==> src/rtl/instr_fetch_unit.sv <==
// Instruction fetch unit: owns the fetch PC, issues pipelined in-order requests to a
// variable-latency instruction memory and buffers words in a prefetch FIFO. Define FETCH_BYPASS_EN to forward a response straight to the outputs when the FIFO is empty.
module instr_fetch_unit #(
    parameter int               WIDTH    = 16,
    parameter int               DEPTH    = 4,
    parameter logic [WIDTH-1:0] RESET_PC = '0
) (
    input  logic             clk,
    input  logic             rst,
    output logic             imem_req,
    output logic [WIDTH-1:0] imem_addr,
    input  logic             imem_gnt,
    input  logic             imem_rvalid,
    input  logic [WIDTH-1:0] imem_rdata,
    output logic             instr_valid,
    output logic [WIDTH-1:0] instr,
    output logic [WIDTH-1:0] instr_pc,
    input  logic             instr_ready,
    input  logic             redir_valid,
    input  logic [WIDTH-1:0] redir_pc
);
    localparam int PW = (DEPTH > 1) ? $clog2(DEPTH) : 1;
    localparam int CW = PW + 1;

    logic [WIDTH-1:0] fetch_pc, resp_pc;
    logic [CW-1:0]    inflight, discard, fifo_count;
    logic [PW-1:0]    rd_ptr, wr_ptr;
    logic [WIDTH-1:0] fifo_data [DEPTH];
    logic [WIDTH-1:0] fifo_tag  [DEPTH];
    logic             rv_ok, keep, grant, push, fifo_pop;
    logic [WIDTH-1:0] redir_tgt;
    logic [CW:0]      credit_used;

    // inflight counts every outstanding request, including ones already marked for discard
    assign rv_ok       = imem_rvalid && (inflight != '0);
    assign keep        = rv_ok && (discard == '0) && !redir_valid && !rst;
    assign credit_used = (CW+1)'(inflight) + (CW+1)'(fifo_count);
    assign imem_req    = !rst && !redir_valid && (credit_used < (CW+1)'(DEPTH));
    assign imem_addr   = fetch_pc;
    assign grant       = imem_req && imem_gnt;
    assign redir_tgt   = redir_pc & ~WIDTH'(1);
    assign fifo_pop    = instr_ready && (fifo_count != '0);

`ifdef FETCH_BYPASS_EN
    logic bypass;
    assign bypass      = keep && (fifo_count == '0);
    assign instr_valid = (fifo_count != '0) || bypass;
    assign instr       = bypass ? imem_rdata : fifo_data[rd_ptr];
    assign instr_pc    = bypass ? resp_pc    : fifo_tag[rd_ptr];
    assign push        = keep && !(bypass && instr_ready);
`else
    assign instr_valid = (fifo_count != '0);
    assign instr       = fifo_data[rd_ptr];
    assign instr_pc    = fifo_tag[rd_ptr];
    assign push        = keep;
`endif

    always_ff @(posedge clk) begin
        if (rst) begin
            fetch_pc   <= RESET_PC;
            resp_pc    <= RESET_PC;
            inflight   <= '0;
            discard    <= '0;
            fifo_count <= '0;
            rd_ptr     <= '0;
            wr_ptr     <= '0;
            for (int i = 0; i < DEPTH; i++) begin
                fifo_data[i] <= '0;
                fifo_tag[i]  <= RESET_PC;
            end
        end else begin
            inflight <= inflight + CW'(grant) - CW'(rv_ok);
            if (redir_valid) begin
                // the head may retire this cycle; everything else, and all that is still in flight, is stale
                discard    <= inflight - CW'(rv_ok);
                fetch_pc   <= redir_tgt;
                resp_pc    <= redir_tgt;
                fifo_count <= '0;
                rd_ptr     <= '0;
                wr_ptr     <= '0;
            end else begin
                if (rv_ok && (discard != '0))
                    discard <= discard - CW'(1);
                if (grant)
                    fetch_pc <= fetch_pc + WIDTH'(2);
                if (keep)
                    resp_pc <= resp_pc + WIDTH'(2);
                if (push) begin
                    fifo_data[wr_ptr] <= imem_rdata;
                    fifo_tag[wr_ptr]  <= resp_pc;
                    wr_ptr            <= wr_ptr + PW'(1);
                end
                if (fifo_pop)
                    rd_ptr <= rd_ptr + PW'(1);
                fifo_count <= fifo_count + CW'(push) - CW'(fifo_pop);
            end
        end
    end
endmodule

==> config.mk <==
export PLATFORM = sky130hd
export DESIGN_NAME = instr_fetch_unit
export DESIGN_NICKNAME = d
export VERILOG_FILES = /design/src/rtl/instr_fetch_unit.sv
export SDC_FILE = /design/constraint.sdc
export NUM_CORES = 1
export LEC_CHECK = 0
export CORE_ASPECT_RATIO = 0.7
export CORE_UTILIZATION = 30
export DETAILED_ROUTE_END_ITERATION = 10
export GPL_TIMING_DRIVEN = 0
export SYNTH_ARGS = -nofsm -noshare
export SYNTH_HDL_FRONTEND = slang
export SYNTH_SLANG_ARGS = --single-unit
export TNS_END_PERCENT = 100
==> constraint.sdc <==
create_clock -name clk -period 2.83 [get_ports clk]
set_clock_uncertainty 0.05 [all_clocks]
set_input_delay 0.566 -clock clk [delete_from_list [all_inputs] [get_ports clk]]
set_output_delay 0.566 -clock clk [all_outputs]
set_load 0.05 [all_outputs]
==> flow_metrics.env <==
export IMPL_syn_to_final_growth_pct=24.5
export IMPL_path_cells="ha_1 -> nor3_4 -> and4_1 -> buf_4 -> inv_4 -> ha_1 -> inv_1 -> ha_1 -> inv_1 -> fa_1 -> xnor2_1 -> xnor2_1 -> nor2_1"
export IMPL_drt_iter0_drc=475
export IMPL_fin_nets=761
export IMPL_setup_viol=0
export IMPL_synthArstFlopShare_pct=0
export IMPL_mostFrequentLayoutCells="and2_1, edfxtp_1, clkdlybuf4s50_1, dfxtp_1, mux4_2"
export IMPL_cts_sinks=169
export IMPL_slew_headroom_pct=46.5
export IMPL_fin_cells=1053
export IMPL_register_area_um2=4630
export IMPL_cts_max_level=4
export IMPL_die_h_um=137
export IMPL_port_buffers=84
export IMPL_initial_utilization_pct=30.6
export IMPL_tns_ns=0
export IMPL_synth_distinct_cells=56
export IMPL_coreArea_um2=25700
export IMPL_seqPwrFrac_pct=46.6
export IMPL_syn_cell_area_um2=7850
export IMPL_ys_seq_elements=169
export IMPL_drive_gt1_share_pct=15.1
export IMPL_dieWidth_um=195
export IMPL_power_density_nw_per_um2=644
export IMPL_outcome="finished clean"
export IMPL_worstPathArrival_ns=2.95
export IMPL_gp_congestion=0.807
export IMPL_final_common_cell="and2_1"
export IMPL_dp_hpwl_mm=12.8
export IMPL_grt_pass1_vias=5059
export IMPL_rows=49
export IMPL_dp_cells=1015
export IMPL_crit_path_top_delay_cell="fa_1"
export IMPL_holdPathStages=2
export IMPL_fin_crit_ns=2.71
export IMPL_vias=5157
export IMPL_path_clk_slew_ns=0.06
export IMPL_fin_util_pct=38.1
export IMPL_max_cap_violations=0
export IMPL_cp_start_kind="flop"
export IMPL_leakage_nw=3.51
export IMPL_syn_inst=599
export IMPL_yosys_area_top_type="edfxtp_1"
export IMPL_rsz0062_at_grt="true"
export IMPL_clockBufferDepth=2
export IMPL_fmax_mhz=369
export IMPL_synth_ff_type="edfxtp_1"
export IMPL_endpoint_kind="flop"
export IMPL_synth_edf_count=124
export IMPL_combPwrFrac_pct=16.7
export IMPL_p_sw_mw=1.77
export IMPL_cts_buffers_inserted=17
export IMPL_antenna_found_initial=0
export IMPL_tightest_slew_ns=0.793
export IMPL_path_common_cell="ha_1"
export IMPL_swShare_pct=28.1
export IMPL_ant_nets=0
export IMPL_max_vdd_ir_drop_mv=0.400
export IMPL_seq_area_frac_synth_pct=58.9
export IMPL_cts_tree="built"
export IMPL_globalRouteOverflowTotal=0
export IMPL_totalWireLength_mm=19.3
export IMPL_drv_slew=0
export IMPL_root_buffer="clkbuf_16"
export IMPL_synthTopCellsByArea="edfxtp_1, dfxtp_1, and2_1, mux4_2, ha_1"
export IMPL_insertedDiodeCount=0
export IMPL_hold_viol=0
export IMPL_critPathRequiredTime_ns=3.07
export IMPL_routedWlPerCell_um=18.3
export IMPL_nFillCells=2441
export IMPL_multi_input_area_um2=3060
export IMPL_p_int_mw=4.53
export IMPL_path_class="flop to flop"
export IMPL_avgViaCountPerCell=4.90
export IMPL_critPathMaxFanout=10
export IMPL_synth_top_area_share_pct=47.4
export IMPL_reg2reg_depth=13
export IMPL_clock_latency_ns=0.43
export IMPL_design_die_area_um2=26800
export IMPL_first_pass_iters=5
export IMPL_grt_max_degree=32
export IMPL_timing_critical_path_slowest_cell_delay_ns=0.38
export IMPL_io_pins=88
export IMPL_hold_path_class="flop to flop"
export IMPL_grt_total_usage_pct=15.1
export IMPL_syn_area_per_cell_um2=13.1
export IMPL_yosysWarnings=0
export IMPL_p_clk_share_pct=36.7
export IMPL_grt_pass1_wl_mm=30.0
export IMPL_period_share_pct=95.8
export IMPL_drcViolationCount=0
layer usage:
layer | wire [µm] | track usage [%] | share of wire, %
met5 | 0 | 0 | 0
met3 | 1040 | 3.33 | 5.4
met4 | 225 | 4.86 | 1.2
met1 | 9620 | 22.1 | 50
met2 | 8390 | 22.1 | 44
power groups by stage:
stage | registers [mW] | clock network [mW] | logic (mW)
after floorplan | 2.99 | 0 | 0.664
after global placement | 2.98 | 0 | 1.04
after detailed placement | 2.98 | 0 | 1.05
after CTS | 2.93 | 2.33 | 1.06
after global routing | 2.95 | 2.45 | 1.14
final | 2.93 | 2.31 | 1.05
worst paths after layout:
path	startpoint	to	slack, ns
max	inflight[2]	inflight[2]	0.12
min	discard[1]	discard[1]	0.47
min reg2reg	discard[1]	discard[1]	0.47
max reg2reg	inflight[2]	inflight[2]	0.12
flip-flops by register name, indices dropped and copies added, names as in the netlist, named ones only:
name	count
fifo_data	64
fifo_tag	60
imem_addr	15
resp_pc	15
discard	3
fifo_count	3
inflight	3
rd_ptr	2
wr_ptr	2
cells by family (layout without fill, tap and decap cells):
group	after synthesis	in the layout	synth area share (%)
adders and majority gates	14	14	2.42
muxes	35	35	9.43
other	1	2	0.0477
AOI/OAI and AO/OA	61	61	5.62
DFF	169	169	58.9
buffers and inverters	56	176	2.90
and+or+nand+nor	245	247	18.7
xor gates and xnor gates	18	18	2.01
final cells by class:
class | count | share of cell area [%]
well taps | 331 | 4.24
repair buffers | 88 | 8.59
inverters | 20 | 0.794
clock buffers | 18 | 4.39
plain buffers | 36 | 1.83
multi-input cells | 377 | 31.3
clock inverters | 14 | 1.48
flip-flops and latches | 169 | 47.4
worst max-delay path, delay by kind of cell (launching register included):
| kind | cells | cell delay [ns] |
|---|---|---|
| adder cells (fa/ha/maj) | 4 | 1.10 |
| AND/OR/NAND/NOR | 3 | 0.44 |
| flip-flops | 1 | 0.36 |
| buffers and inverters | 4 | 0.31 |
| XOR/XNOR | 2 | 0.31 |
stage by stage:
step / power [mW] / cell area [µm²] / setup WS [ns] / hold slack, ns
2_1_floorplan: 3.66 / 7860 / 0.229 / 0.428
3_3_place_gp: 4.02 / 9110 / -1.17 / 0.451
3_5_place_dp: 4.04 / 9110 / -1.18 / 0.456
4_1_cts: 6.32 / 9760 / -0.00516 / 0.470
5_1_grt: 6.54 / 9780 / -0.0196 / 0.498
6_report: 6.29 / 9780 / 0.117 / 0.471
cells in the mapped netlist (all sizes together) (5+ instances only):
library cell and instances:
and2 125, a31oi 12, dfxtp 45, xnor2 13, mux4 31, clkbuf 26
ha 12, or2 5, nor2 21, edfxtp 124, or4 5, inv 20
nand3 11, buf 10, o311ai 8, nor3 8, or3 7, and4 6
a21oi 9, o211ai 7, nand2 24, xor2 5, nand4 14
repair_timing:
action,in CTS,in global routing
resized for setup,59,13
hold buffers,0,0
setup endpoints to repair,208,93
buffers inserted,4,0
pin swaps,2,1
cloned,2,0
Power figures use the tool's default switching activity.
